<file path="src/rtl/cla4_initiator.sv">
// -----------------------------------------------------------------------------
// cla4_initiator
//
// Sequences one operation at a time through an external clocked 4-bit adder.
// A request is accepted in IDLE. The operands are latched onto add_a/add_b and
// held there. add_start is raised for WAIT_CYCLES cycles. The adder result is
// captured and then presented to the host with a valid/ready handshake. A
// guard gap follows before the next request can be accepted.
//
// Parameters
//   WAIT_CYCLES  cycles add_start stays high per operation (10..31)
//   GAP_CYCLES   cycles spent in GAP after a response handshake (2..7)
//
// Ports
//   clk, rst_n              clock, asynchronous active-low reset
//   req_valid/req_ready     request handshake; req_a, req_b operands
//   rsp_valid/rsp_ready     response handshake; rsp_sum, rsp_cout result
//   busy                    high whenever the FSM is not in IDLE
//   add_start               start level to the adder (adder acts on its rise)
//   add_a, add_b            operands to the adder
//   add_sum, add_cout       adder results
//   chk_err                 sticky result-mismatch flag
//
// Optional feature: define CLA4_INIT_CHECK_EN to enable a result checker.
// The checker compares the adder result against add_a+add_b in CAPTURE and
// sets chk_err on a mismatch. Without the macro, chk_err is tied to 0 and no
// checker logic exists.
// -----------------------------------------------------------------------------
module cla4_initiator #(
  parameter int WAIT_CYCLES = 12,
  parameter int GAP_CYCLES  = 2
) (
  input  logic       clk,
  input  logic       rst_n,
  input  logic       req_valid,
  output logic       req_ready,
  input  logic [3:0] req_a,
  input  logic [3:0] req_b,
  output logic       rsp_valid,
  input  logic       rsp_ready,
  output logic [3:0] rsp_sum,
  output logic       rsp_cout,
  output logic       busy,
  output logic       add_start,
  output logic [3:0] add_a,
  output logic [3:0] add_b,
  input  logic [3:0] add_sum,
  input  logic       add_cout,
  output logic       chk_err
);

  typedef enum logic [2:0] {
    IDLE    = 3'd0,
    RUN     = 3'd1,
    CAPTURE = 3'd2,
    RESP    = 3'd3,
    GAP     = 3'd4
  } state_t;

  // RUN holds one setup cycle (operands settle, add_start still low) followed
  // by WAIT_CYCLES cycles with add_start high, so the counter runs 0..WAIT_CYCLES.
  localparam logic [4:0] RUN_TERM = 5'(WAIT_CYCLES);
  localparam logic [4:0] GAP_TERM = 5'(GAP_CYCLES - 1);

  state_t     state_q, state_d;
  logic [4:0] cnt_q, cnt_d;
  logic [3:0] add_a_q, add_a_d;
  logic [3:0] add_b_q, add_b_d;
  logic [3:0] rsp_sum_q, rsp_sum_d;
  logic       rsp_cout_q, rsp_cout_d;
  logic       add_start_q, add_start_d;
  logic       req_ready_q, req_ready_d;
  logic       rsp_valid_q, rsp_valid_d;
  logic       busy_q, busy_d;

  // The counter stops at its terminal value instead of wrapping.
  function automatic logic [4:0] sat_inc(input logic [4:0] c, input logic [4:0] term);
    return (c >= term) ? c : c + 5'd1;
  endfunction

  always_comb begin
    state_d    = state_q;
    cnt_d      = cnt_q;
    add_a_d    = add_a_q;
    add_b_d    = add_b_q;
    rsp_sum_d  = rsp_sum_q;
    rsp_cout_d = rsp_cout_q;

    unique case (state_q)
      IDLE: begin
        // req_ready_q is still 0 on the first cycle after reset, so no
        // acceptance can happen before req_ready is visible to the host.
        if (req_valid && req_ready_q) begin
          state_d = RUN;
          cnt_d   = '0;
          add_a_d = req_a;
          add_b_d = req_b;
        end
      end
      RUN: begin
        if (cnt_q == RUN_TERM) begin
          state_d = CAPTURE;
          cnt_d   = '0;
        end else begin
          cnt_d = sat_inc(cnt_q, RUN_TERM);
        end
      end
      CAPTURE: begin
        rsp_sum_d  = add_sum;
        rsp_cout_d = add_cout;
        state_d    = RESP;
      end
      RESP: begin
        if (rsp_ready) begin
          state_d = GAP;
          cnt_d   = '0;
        end
      end
      GAP: begin
        if (cnt_q == GAP_TERM) begin
          state_d = IDLE;
        end else begin
          cnt_d = sat_inc(cnt_q, GAP_TERM);
        end
      end
      default: state_d = IDLE;
    endcase

    // Outputs are registered from the next state so they line up with it.
    // add_start skips the first RUN cycle, so the operands are already
    // stable when the adder sees the rising edge.
    add_start_d = (state_q == RUN) && (state_d == RUN);
    req_ready_d = (state_d == IDLE);
    rsp_valid_d = (state_d == RESP);
    busy_d      = (state_d != IDLE);
  end

  always_ff @(posedge clk or negedge rst_n) begin
    if (!rst_n) begin
      state_q     <= IDLE;
      cnt_q       <= '0;
      add_a_q     <= '0;
      add_b_q     <= '0;
      rsp_sum_q   <= '0;
      rsp_cout_q  <= 1'b0;
      add_start_q <= 1'b0;
      req_ready_q <= 1'b0;
      rsp_valid_q <= 1'b0;
      busy_q      <= 1'b0;
    end else begin
      state_q     <= state_d;
      cnt_q       <= cnt_d;
      add_a_q     <= add_a_d;
      add_b_q     <= add_b_d;
      rsp_sum_q   <= rsp_sum_d;
      rsp_cout_q  <= rsp_cout_d;
      add_start_q <= add_start_d;
      req_ready_q <= req_ready_d;
      rsp_valid_q <= rsp_valid_d;
      busy_q      <= busy_d;
    end
  end

  assign req_ready = req_ready_q;
  assign rsp_valid = rsp_valid_q;
  assign rsp_sum   = rsp_sum_q;
  assign rsp_cout  = rsp_cout_q;
  assign busy      = busy_q;
  assign add_start = add_start_q;
  assign add_a     = add_a_q;
  assign add_b     = add_b_q;

`ifdef CLA4_INIT_CHECK_EN
  logic       chk_err_q, chk_err_d;
  logic [4:0] chk_ref;

  // Compare against the value that is loaded into rsp_sum/rsp_cout at the
  // end of CAPTURE. Once set, the flag stays set until reset.
  always_comb begin
    chk_ref   = {1'b0, add_a_q} + {1'b0, add_b_q};
    chk_err_d = chk_err_q;
    if ((state_q == CAPTURE) && ({add_cout, add_sum} != chk_ref)) begin
      chk_err_d = 1'b1;
    end
  end

  always_ff @(posedge clk or negedge rst_n) begin
    if (!rst_n) begin
      chk_err_q <= 1'b0;
    end else begin
      chk_err_q <= chk_err_d;
    end
  end

  assign chk_err = chk_err_q;
`else
  assign chk_err = 1'b0;
`endif

endmodule

</file>
<file path="config.mk">
export PLATFORM = sky130hd
export DESIGN_NAME = cla4_initiator
export DESIGN_NICKNAME = d
export VERILOG_FILES = /design/src/rtl/cla4_initiator.sv
export SDC_FILE = /design/constraint.sdc
export NUM_CORES = 1
export LEC_CHECK = 0
export ABC_AREA = 0
export BUFFER_PORTS_ARGS = -buffer_cell sky130_fd_sc_hd__buf_2
export CELL_PAD_IN_SITES_DETAIL_PLACEMENT = 1
export CELL_PAD_IN_SITES_GLOBAL_PLACEMENT = 1
export CORE_MARGIN = 2
export CORE_UTILIZATION = 30
export DETAILED_ROUTE_END_ITERATION = 10
export HOLD_SLACK_MARGIN = 0.08
export PLACE_DENSITY = 0.74
export SETUP_SLACK_MARGIN = 0.02
export SYNTH_ARGS = -nofsm -noshare
export SYNTH_HDL_FRONTEND = slang
export SYNTH_SLANG_ARGS = --single-unit
export TNS_END_PERCENT = 100
</file>
<file path="constraint.sdc">
create_clock -name clk -period 1.5 [get_ports clk]
set_input_delay 0.15 -clock clk [delete_from_list [all_inputs] [get_ports clk]]
set_output_delay 0.15 -clock clk [all_outputs]
set_load 0.005 [all_outputs]
</file>
======== Yosys cells after proc, flatten, opt, wreduce, memory -nomap -nowiden ========
Cells that the tools add are included.
cells by class
  bitwise operators ....................... 0
  muxes and demuxes ....................... 12
  $mul .................................... 0
  reduce and logical (&&, ||, !) cells .... 8
  order comparisons ....................... 2
  equality and inequality tests ........... 13
  $add $sub $neg .......................... 1
  shift-type cells ........................ 0
  div/mod/pow operators ................... 0
operators by type and width
  kind                                                                count
  2-to-1 mux 5 bit                                                    6
  case mux 5 bit (4 select lines)                                     1
  case mux 3 bit (5 select lines)                                     1
  2-to-1 mux 3 bit                                                    4
  == test 3 x 2 -> 1 bit (second input constant)                      3
  != test 2 bit (second input constant)                               4
  == test 3 x 1 -> 1 bit (second input constant)                      2
  zero test 3 bit                                                     2
  AND reduction 6 bit                                                 1
  adder 5 x 1 -> 5 bit (second input constant)                        1
  == test 5 x 1 -> 1 bit (second input constant)                      1
  == test 5 x 4 -> 1 bit (second input constant)                      1
  greater-or-equal comparator 5 x 1 -> 1 bit (second input constant)  1
  greater-or-equal comparator 5 x 4 -> 1 bit (second input constant)  1
  nonzero test 4 bit                                                  1
  == test 3 bit (second input constant)                               1
  != test 3 bit (second input constant)                               1
  nonzero test 3 bit                                                  1
  logical AND 1 bit                                                   2
  AND reduction 2 bit                                                 1
word-level totals
  flip-flop bits (word level) ............. 25
  word-level logic and storage cells ...... 46
  memories ................................ 0
  RAM bits ................................ 0
  input port bits ......................... 17
  bits in read-only memories .............. 0
  output and inout bits ................... 18
  latch bits .............................. 0

======== Logic depth before layout (Yosys ltp) ========
Gate-level depths: netlist of run 1.
  depth in word-level cells ............... 5
  gate-level depth with buffers ........... 6
  mapped depth without buffers ............ 6

======== Worst setup path after synthesis of run 1 ========
OpenSTA, ideal clock, no wires.
  path kind ............................... reg2reg
  start point ............................. register state_q[0]
  end point ............................... register add_a_q[0], in the netlist add_a[0]
  clock period less this slack ............ 1.611 ns
  cell stages (with the launch flop) ...... 4
  arrival time ............................ 1.486 ns
  required time ........................... 1.375 ns
  library setup time ...................... 0.125 ns
  path buffers ............................ 1
  path slack .............................. -0.111 ns
  path through ............................ dfrtp_1 -> buf_6 -> nor4_2 -> mux2_2
between the ends
  cells in the longest elaborated chain, start to end .. 2
ends and longest elaborated chain
  element                               RTL line  RTL
  start, declared                       65        state_t state_q, state_d;
  start signal, assigned                151       state_q <= state_d;
  zero test 3 bit                       89        unique case (state_q)
  AND reduction 2 bit (no source line)  --
  end signal, assigned                  142       add_a_q <= '0;
  end signal, assigned                  153       add_a_q <= add_a_d;
  end, declared                         67        logic [3:0] add_a_q, add_a_d;
No other way between the ends.
A chain may end at the register's enable or synchronous reset.

======== Worst setup path after layout of run 1 ========
  start point ............................. register cnt_q[0]
  end point ............................... register cnt_q[3]
between the ends
  cells in the longest elaborated chain, start to end .. 4
  elaborated cells between the ends (all ways) .. 14
  classes of those cells .................. add/sub: 1; order compare: 2; eq/ne: 5; mux: 5; reduce/logical: 1
ends and longest elaborated chain
  element                              RTL line  RTL
  start, declared                      66        logic [4:0] cnt_q, cnt_d;
  start signal, assigned               152       cnt_q <= cnt_d;
  adder 5 x 1 -> 5 bit                 78        return (c >= term) ? c : c + 5'd1;
  2-to-1 mux 5 bit                     78
  2-to-1 mux 5 bit (on tied branches)  120, 101
  case mux 5 bit (4 select lines)      89
Parallel ways exist; a longest one is shown, timed or not. The select of a mux whose other input is x is not followed.

==> results of run 1 <==
-- per-layer routing --
metal | GRT usage | up-vias | wire [um]
li1 | - | 442 | -
met1 | 0.174 | 496 | 1320
met2 | 0.286 | 17 | 1740
met3 | 0.0120 | 4 | 60
met4 | 0.0547 | 0 | 39
met5 | 0 | - | 0
-- area by class of cell --
type                       count  area, um2
fill                         408       1880
tap                           48       60.1
timing repair buffer          58        393
sequential                    25        628
multi-input combinational     59        608
clock buffer                   3       41.3
inverter                       4       15.0
clock inverter                 1       7.51
-- flip-flops by register name, indices dropped and copies added, names as in the netlist --
name	flops
busy	1
rsp_cout	1
req_ready	1
rsp_valid	1
add_start	1
rsp_sum	4
state_q	3
cnt_q	5
add_b	4
add_a	4
-- through the flow --
step	TNS [ps]	hold WS [ps]	std cells
floorplan	-250	-146	91
global placement	-715	171	182
detailed placement	-1180	178	182
CTS	-476	103	195
global route	-1700	96.0	198
finish	-1010	106	198
-- timing repair --
action                                 4_1_cts  5_1_grt
setup endpoints to repair                   13       20
hold buffers                                 1        0
endpoints found under the hold margin       25        0
cloned                                       0        0
buffers inserted                             8        3
pin swaps                                    7        2
gates resized for setup                     25       20
-- synthesized netlist by cell type (all sizes together), types with 2 or more instances --
cell | count | area [um2]
dfrtp | 25 | 626
nor3 | 4 | 20.0
mux2 | 13 | 146
or3b | 2 | 17.5
mux2i | 2 | 20.0
inv | 4 | 15.0
buf | 3 | 23.8
a211oi | 2 | 15.0
o31ai | 4 | 30.0
ha | 3 | 37.5
a21oi | 4 | 20.0
nor2 | 4 | 15.0
nand2 | 4 | 22.5
o21ai | 4 | 20.0
-- report_power, final --
| group | switching (mW) | leakage (nW) | internal (mW) | total (mW) |
|---|---|---|---|---|
| logic | 0.671 | 0.520 | 0.893 | 1.56 |
| clock network | 0.231 | 0.0217 | 0.188 | 0.419 |
| registers | 0.163 | 0.316 | 0.896 | 1.06 |
| total | 1.06 | 0.857 | 1.98 | 3.04 |
-- kinds of logic (layout without fill, tap and decap cells) --
logic type / count (synthesis) / after routing
flops: 25 / 25
other cells: 1 / 1
compound gates: 17 / 17
buf+inv: 7 / 66
simple gates: 23 / 23
fa+ha+maj: 3 / 3
mux: 15 / 15
-- layout by cell type (no fill, tap or decap), drive strengths merged, types with 4 or more instances in the layout --
cell	netlist	routed
nand2	4	4
a21oi	4	4
nor2	4	4
buf	3	57
dfrtp	25	25
o31ai	4	4
nor3	4	4
o21ai	4	4
inv	4	4
mux2	13	13
-- critical path: cells and delay by family (launching register included) --
| family | cells | cell delay [ps] |
|---|---|---|
| buffers and inverters | 1 | 100 |
| adders and majority gates | 1 | 130 |
| and+or+nand+nor | 3 | 730 |
| DFF | 1 | 430 |
| AOI/OAI and AO/OA | 1 | 180 |
-- path summary, 6_finish.rpt --
check | depth (start not counted) | slack [ps] | end | from
worst max-delay path | 6 | -160 | cnt_q[3] | cnt_q[0]
worst min-delay path | 2 | 110 | rsp_sum[3] | add_sum[3]
worst max register to register | 6 | -160 | cnt_q[3] | cnt_q[0]
worst min register to register | 1 | 510 | rsp_sum[0] | rsp_sum[0]
max in group asynchronous | 2 | 690 | state_q[2] | rst_n
min in group asynchronous | 2 | 390 | req_ready | rst_n
==> key figures, run 1 <==
Hold path
  – Worst min-delay path class: input pin to register

Worst setup path
  – Critical path cell sequence: inv_2 -> ha_4 -> and4b_2 -> nor3_2 -> or3_4 -> o31ai_2
  – Type of the worst setup path: register to register
  – Maximum fanout count along the critical path: 4
  – Critical-path cell with the highest stage delay: dfrtp_1
  – Arrival time worst endpoint: 1850 ps
  – Kind of capture point of the worst setup path: register
  – Longest individual stage delay on the worst path: 430 ps
  – Startpoint class of the critical path: register
  – WP data required: roughly 1700 ps

Synth
  – Seq cells post-synth: 25
  – Sequential element share of the synthesized area: 0.555
  – Number of enable flip-flop cells after synthesis: 0
  – Number of cells produced by synthesis: 91
  – Share of flip-flops with an asynchronous set or reset after synthesis: 1.00
  – Share of synthesized cell area in and, or, nand and nor gates: 0.129
  – Dominant register cell in the synthesized netlist: dfrtp_1
  – Synthesized area per cell: approximately 12 um2
  – Yosys warns: 0
  – Main combinational cell family by area after synthesis: multiplexers
  – Synthesized-area fraction occupied by xor and xnor cells: 0
  – Multiplexer area fraction after synthesis: 0.148
  – Number of different library cells in the post-synthesis netlist: 32
  – Post-Syn Nets: between 100 and 150
  – Post-synthesis adder-cell area fraction: 0.0333
  – Synth Cell Area: approximately 1100 um2
  – Fraction of the mapped netlist area in compound gates: 0.0977

Global routing
  – Pin count of the biggest net entering global routing: 26
  – Global-route usage over all layers: 0.150
  – Initial antenna violation count: 0
  – Via count of the first global-routing pass: 1,017
  – Total congestion overflow after global routing: 0
  – Global-route wire length before repair: 4910 um

Clock network
  – Clock Tree Buf Depth: 2
  – H-tree lvl count: 1
  – Number of buffers created by CTS: 3
  – Total clock sinks: 25
  – CTS tree: built
  – Clock slew seen by the registers of the worst setup and hold paths: 100 ps
  – Clock latency at the later pin of the worst-skew pair: 270 ps
  – Clock tree root driver cell: clkbuf_8

STA
  – Number of max-slew violations in the final report: 0
  – Setup repair after global routing missed its margin: true
  – Number of endpoints failing setup at the final stage: 13
  – Highest clock frequency the design can meet: between 600 and 700 MHz
  – Final worst path period share: 1.11
  – Normalized max-slew margin: 0.622
  – Final worst path period need: roughly 1700 ps
  – Tightest Pin Transition: approximately 570 ps
  – Number of hold violations in the final report: 0
  – Slack of the critical path: -159 ps
  – Skew final: 8.40 ps

Die
  – Number of I/O pins: 35
  – Effective utilization at floorplan: 0.310
  – Count of standard-cell rows: 22
  – Die footprint: roughly 4300 um2
  – Die height: 65.3 um
  – Die X-Extent: roughly 65 um
  – Area inside the core boundary: approximately 3600 um2

Run status
  – Failing checks: setup timing
  – Result of the run: complete, but fails checks

Detailed routing
  – First-iteration detailed-routing DRC count: 23
  – Vias after detailed routing: approximately 960
  – DR vias/cell: 4.84
  – Routed Antenna Nets: 0
  – Count of TritonRoute iterations in the first routing pass: 4
  – DR DRC count: 0
  – WL per Instance: 16.0 um
  – Total detailed-routing wirelength: 3160 um

Placed design
  – Gp weighted congestion: around 0.8
  – HPWL after detailed placement: 1970 um
  – Setup slack at placement: -191 ps
  – IO buf count: 33
  – Post-place instance area: about 1400 um2

Final layout
  – Layout Area Growth over Synthesis: 55.5%
  – Fraction of the core area covered by cells at the end of the flow: 0.482
  – Post-route cell area: 1750 um2
  – Ant. Diodes: 0
  – Fraction of final layout cells sized beyond drive strength 1: 0.647
  – Net total in the final layout: roughly 170

Run
  – Max_cap viols: 0

Power
  – Static power due to leakage: roughly 0.86 nW
  – Final Total Pwr: 3.04 mW
  – VDD IR max: 0.482 mV
  – Power per unit of standard cell area: 1740 nW/um2
(Power assumes the default switching activity.)
==> run 2, diff against run 1 <==
--- a/config.mk
+++ b/config.mk
@@ -7,13 +7,15 @@
 export LEC_CHECK = 0
 export ABC_AREA = 0
 export BUFFER_PORTS_ARGS = -buffer_cell sky130_fd_sc_hd__buf_2
+export CAP_MARGIN = 25
 export CELL_PAD_IN_SITES_DETAIL_PLACEMENT = 1
 export CELL_PAD_IN_SITES_GLOBAL_PLACEMENT = 1
+export CORE_ASPECT_RATIO = 0.6
 export CORE_MARGIN = 2
 export CORE_UTILIZATION = 30
 export DETAILED_ROUTE_END_ITERATION = 10
 export HOLD_SLACK_MARGIN = 0.08
-export PLACE_DENSITY = 0.74
+export PLACE_DENSITY = 0.72
 export SETUP_SLACK_MARGIN = 0.02
 export SYNTH_ARGS = -nofsm -noshare
 export SYNTH_HDL_FRONTEND = slang
==> constraint.sdc (replaced) <==
create_clock -name clk -period 1.85 [get_ports clk]
set_input_delay 0.185 -clock clk [delete_from_list [all_inputs] [get_ports clk]]
set_output_delay 0.185 -clock clk [all_outputs]
set_load 0.005 [all_outputs]
==> key figures, run 2 (synthesized netlist as in run 1, its figures left out) <==
Worst setup path
  – Critical-path cell with the highest stage delay: dfrtp_1
  – Maximum fanout count along the critical path: 4 (unchanged)
  – Largest delay contributor family on the critical path: simple AND/OR/NAND/NOR gates
  – Critical path buffer and inverter count: 1 (unchanged)
  – R2r setup slk: 110 ps (+270 ps)
  – Type of the worst setup path: register to register
  – Longest individual stage delay on the worst path: 410 ps (-20 ps)
  – WP data required: 2030 ps (+340 ps)
  – Arrival time worst endpoint: 1920 ps (+70 ps)
  – Kind of capture point of the worst setup path: register
  – Critical path cell sequence: inv_1 -> ha_1 -> and4b_2 -> nor3_1 -> or3_1 -> o31ai_1
  – Startpoint class of the critical path: register

Final layout
  – Most common cell after layout, fill and taps aside: buf_2
  – Most flop-heavy register: cnt_q
  – Fraction of the core area covered by cells at the end of the flow: 0.399 (-0.0831)
  – Commonest non-fill, non-tap cells in the layout: buf_2, dfrtp_1, mux2_2
  – Layout Area Growth over Synthesis: 28.9%
  – Fraction of final layout cells sized beyond drive strength 1: 0.496 (-0.150)
  – Net total in the final layout: 154 (-9.9%)
  – Flip-flop count of the largest register, all copies and words added: 5 (unchanged)
  – Ant. Diodes: 0 (unchanged)
  – Number of fillers in the final layout: 403 (-1.2%)

Placed design
  – IO buf count: 33 (unchanged)
  – Gp weighted congestion: 0.765 (-6.9%)
  – HPWL after detailed placement: 1940 um (-1.6%)

Die
  – Count of standard-cell rows: 17 (-23%)
  – Effective utilization at floorplan: 0.310 (-0.000320)
  – Number of I/O pins: 35 (unchanged)
  – Area inside the core boundary: 3640 um2 (+0.10%)
  – Die footprint: 4280 um2 (+0.38%)
  – Die height: 51.5 um (-21%)
  – Die X-Extent: 83.1 um (+27%)

Power
  – Power per unit of standard cell area: 1340 nW/um2 (-23%)
  – Static power due to leakage: 0.730 nW (-15%)
  – VDD IR max: 0.396 mV (-18%)

Detailed routing
  – Routed Antenna Nets: 0 (unchanged)
  – WL per Instance: 14.7 um (-7.8%)
  – DR vias/cell: 4.72 (-2.5%)
  – Count of TritonRoute iterations in the first routing pass: 3 (-1)
  – First-iteration detailed-routing DRC count: 36 (+57%)
  – Vias after detailed routing: 850 (-11%)
  – DR DRC count: 0 (unchanged)
  – Total detailed-routing wirelength: 2650 um (-16%)

Clock network
  – H-tree lvl count: 1 (unchanged)
  – Clock Tree Buf Depth: 2 (unchanged)
  – Clock tree root driver cell: clkbuf_8
  – Number of buffers created by CTS: 3 (unchanged)
  – Clock latency at the later pin of the worst-skew pair: 270 ps (about the same)
  – Clock slew seen by the registers of the worst setup and hold paths: 80 ps (-20 ps)
  – CTS tree: built
  – Total clock sinks: 25 (unchanged)

Hold path
  – Worst min-delay path class: input pin to register

STA
  – Number of endpoints failing setup at the final stage: 0 (-13)
  – Skew final: 2.65 ps (-5.74 ps)
  – Tightest Pin Transition: 561 ps (-6.52 ps)
  – Setup repair after global routing missed its margin: false
  – Normalized max-slew margin: 0.626 (+0.00434)
  – Number of max-slew violations in the final report: 0 (unchanged)
  – Final worst path period share: 0.939 (-0.167)
  – Final worst path period need: 1740 ps (+79.0 ps)
  – Final setup TNS: 0 ps (+1010 ps)
  – Number of hold violations in the final report: 0 (unchanged)
  – Highest clock frequency the design can meet: 575 MHz (-4.5%)

Global routing
  – Pin count of the biggest net entering global routing: 26 (unchanged)
  – Global-route wire length before repair: 4360 um (-11%)
  – Via count of the first global-routing pass: 855 (-16%)
  – Global-route usage over all layers: 0.134 (-0.0163)
  – Initial antenna violation count: 0 (unchanged)
  – Total congestion overflow after global routing: 0 (unchanged)

Run
  – Max_cap viols: 0 (unchanged)

Run status
  – Result of the run: finished, final reports clean
[run 2: cell count changes in the layout (fill, tap and decap cells not counted), sizes merged]
cell	before	now
buf	57	40
clkinvlp	1	0
clkinv	0	1
[run 2: power by group]
group / leakage, nW / internal, mW / switching (mW) / total, mW
logic: 0.387 / 0.396 / 0.364 / 0.760
clock network: 0.0255 / 0.150 / 0.166 / 0.317
registers: 0.317 / 0.726 / 0.147 / 0.873
[run 2: final timing paths]
| kind | cells past startpoint | to | from |
|---|---|---|---|
| min in group asynchronous | 2 | state_q[2] | rst_n |
| max in group asynchronous | 2 | state_q[0] | rst_n |
| setup / recovery | 6 | cnt_q[3] | cnt_q[0] |
| setup reg to reg | 6 | cnt_q[3] | cnt_q[0] |
| hold reg to reg | 1 | add_a[3] | add_a[3] |
| hold / removal | 2 | rsp_sum[3] | add_sum[3] |
[run 2: layout make-up]
cell class	count	area, um2	area share
clock buffers	3	41.3	0.0284
multi-input cells	59	478	0.329
clock inverters	1	5.00	0.00345
inverters	4	15.0	0.0103
flip-flops and latches	25	627	0.432
well taps	47	58.8	0.0405
repair buffers	41	228	0.157
[run 2: metal layers]
layer	share of wire	routed length, um	GRT usage	up-vias
li1	-	-	-	408
met1	0.49	1290	0.177	415
met2	0.47	1230	0.220	25
met3	0.043	114	0.0372	2
met4	0.0053	14	0.0328	0
met5	0	0	0	-
[run 2: metrics by stage]
stage,power [mW],hold slack [ps],setup WS [ps],instance area (um2),cells
final,1.95,146,112,1450,180
after detailed placement,1.55,215,73.7,1350,171
after global routing,2.11,140,20.5,1450,180
after floorplan,1.27,-111,239,1130,91
after CTS,1.88,144,35.2,1410,176
after global placement,1.49,200,143,1350,171
[run 2: repair_timing]
item / in CTS / in global routing
setup buffers: 0 / 4
hold buffers: 1 / 0
endpoints found under the hold margin: 25 / 0
resized for setup: 0 / 6
setup endpoints to repair: 0 / 5
==> run 3, diff against run 2 <==
--- a/config.mk
+++ b/config.mk
@@ -14,6 +14,7 @@
 export CORE_MARGIN = 2
 export CORE_UTILIZATION = 30
 export DETAILED_ROUTE_END_ITERATION = 10
+export GPL_TIMING_DRIVEN = 0
 export HOLD_SLACK_MARGIN = 0.08
 export PLACE_DENSITY = 0.72
 export SETUP_SLACK_MARGIN = 0.02
==> key figures, run 3 (synthesized netlist as in run 1, its figures left out) <==
Run status
  – Result of the run: finished, final reports clean

Die
  – Number of I/O pins: 35 (unchanged)
  – Effective utilization at floorplan: 0.310 (unchanged)
  – Count of standard-cell rows: 17 (unchanged)
  – Die X-Extent: 83.1 um (unchanged)
  – Area inside the core boundary: 3640 um2 (unchanged)
  – Die footprint: 4280 um2 (unchanged)
  – Die height: 51.5 um (unchanged)

Detailed routing
  – Routed Antenna Nets: 0 (unchanged)
  – Total detailed-routing wirelength: 2690 um (+1.6%)
  – First-iteration detailed-routing DRC count: 41 (+14%)
  – Count of TritonRoute iterations in the first routing pass: 4 (+1)
  – DR DRC count: 0 (unchanged)
  – WL per Instance: 15.0 um (+1.6%)
  – DR vias/cell: 4.71 (-0.35%)
  – Vias after detailed routing: 847 (-0.35%)

Global routing
  – Total congestion overflow after global routing: 0 (unchanged)
  – Global-route wire length before repair: 4310 um (-1.1%)
  – Pin count of the biggest net entering global routing: 26 (unchanged)
  – Initial antenna violation count: 0 (unchanged)
  – Global-route usage over all layers: 0.130 (-0.00352)
  – Via count of the first global-routing pass: 862 (+0.82%)

Placed design
  – IO buf count: 33 (unchanged)
  – HPWL after detailed placement: 1870 um (-3.3%)
  – Setup slack at placement: -99.6 ps (-173 ps)
  – Gp weighted congestion: 0.696 (-9.0%)

Worst setup path
  – WP data required: 2030 ps (about the same)
  – Startpoint class of the critical path: register
  – Type of the worst setup path: register to register
  – Maximum fanout count along the critical path: 4 (unchanged)
  – Arrival time worst endpoint: 2000 ps (+80 ps)
  – Kind of capture point of the worst setup path: register

Final layout
  – Fraction of the core area covered by cells at the end of the flow: 0.411 (+0.0117)
  – Sequential Area: 627 um2 (unchanged)
  – Total area of multi-input combinational cells: 519 um2 (+8.6%)
  – Ant. Diodes: 0 (unchanged)
  – Number of fillers in the final layout: 419 (+4.0%)
  – Layout Area Growth over Synthesis: 32.6%
  – Most common cell after layout, fill and taps aside: buf_2
  – Commonest non-fill, non-tap cells in the layout: buf_2, dfrtp_1, mux2_2
  – Flip-flop count of the largest register, all copies and words added: 5 (unchanged)
  – Net total in the final layout: 154 (unchanged)
  – Fraction of final layout cells sized beyond drive strength 1: 0.526 (+0.0301)
  – Most flop-heavy register: cnt_q

STA
  – Number of endpoints failing setup at the final stage: 0 (unchanged)
  – Minimum hold slack: 144 ps (-1.35 ps)
  – Final worst path period share: 0.981 (+0.0412)
  – Number of max-slew violations in the final report: 0 (unchanged)
  – Highest clock frequency the design can meet: 551 MHz (-4.2%)
  – Number of hold violations in the final report: 0 (unchanged)
  – Normalized max-slew margin: 0.605 (-0.0217)
  – Slack of the critical path: 35.7 ps (-76.3 ps)
  – Skew final: 6.32 ps (+3.67 ps)
  – Tightest Pin Transition: 589 ps (+28.1 ps)
  – Final worst path period need: 1810 ps (+76.3 ps)

Clock network
  – H-tree lvl count: 1 (unchanged)
  – Number of buffers created by CTS: 3 (unchanged)
  – Clock Tree Buf Depth: 2 (unchanged)
  – Clock tree root driver cell: clkbuf_8
  – Clock latency at the later pin of the worst-skew pair: 270 ps (about the same)
  – Clock slew seen by the registers of the worst setup and hold paths: 90 ps (about the same)
  – CTS tree: built
  – Total clock sinks: 25 (unchanged)

Power
  – Static power due to leakage: 0.738 nW (+1.2%)
  – Power per unit of standard cell area: 1340 nW/um2 (-0.38%)
  – Final Total Pwr: 2.00 mW (+2.5%)
  – VDD IR max: 0.508 mV (+28%)

Run
  – Max_cap viols: 0 (unchanged)

Hold path
  – Worst min-delay path class: input pin to register
==> run 3: cell counts in the layout (fill, tap and decap cells not counted) <==
No cell type changed its count.
==> run 3: routing by layer <==
layer	vias up	global-route usage	part of all wire
met5	-	0	0
met4	0	0.0328	0.010
met3	2	0.0436	0.055
met2	21	0.215	0.49
met1	418	0.167	0.44
li1	406	-	-
==> run 3: metrics by stage <==
step,std cells,instance area [um2],TNS (ps)
CTS,176,1420,-17.1
global placement,171,1350,0
floorplan,91,1130,0
detailed placement,171,1350,-257
finish,180,1500,0
global route,180,1500,-11.7
==> run 3: what timing repair did <==
item | CTS | global route
hold endpoints to repair | 25 | 0
hold buffers | 1 | 0
pin swaps | 0 | 2
gates resized for setup | 2 | 12
endpoints found under the setup margin | 9 | 5
setup buffers | 0 | 4
==> run 3: critical path, stage by stage (launching register included) <==
cell and delay [ps]:
dfrtp_2 440, inv_2 80, ha_2 190, and4b_2 290, o31ai_1 120, or4_1 430
a21oi_1 190
==> run 3: layout make-up <==
| type | count | area share |
|---|---|---|
| Sequential cell | 25 | 0.419 |
| Multi-Input combinational cell | 59 | 0.347 |
| Timing Repair Buffer | 38 | 0.137 |
| Tap cell | 47 | 0.0393 |
| Clock buffer | 3 | 0.0276 |
| Buffer | 3 | 0.0159 |
| Inverter | 4 | 0.0100 |
| Clock inverter | 1 | 0.00335 |
==> run 3: path summary, 6_finish.rpt <==
check                      startpoint    endpoint  slack (ps)  depth (start not counted)
min in group asynchronous       rst_n  state_q[1]         430                          2
min                          req_b[1]    add_b[1]         140                          2
min reg2reg                rsp_sum[1]  rsp_sum[1]         510                          1
max                          cnt_q[0]    cnt_q[2]          40                          6
max in group asynchronous       rst_n    cnt_q[0]        1020                          2
max reg2reg                  cnt_q[0]    cnt_q[2]          40                          6
==> run 3: report_power, final <==
part / switching, mW / internal, mW
combinational: 0.421 / 0.416
clock: 0.170 / 0.151
sequential: 0.115 / 0.726
total: 0.706 / 1.29
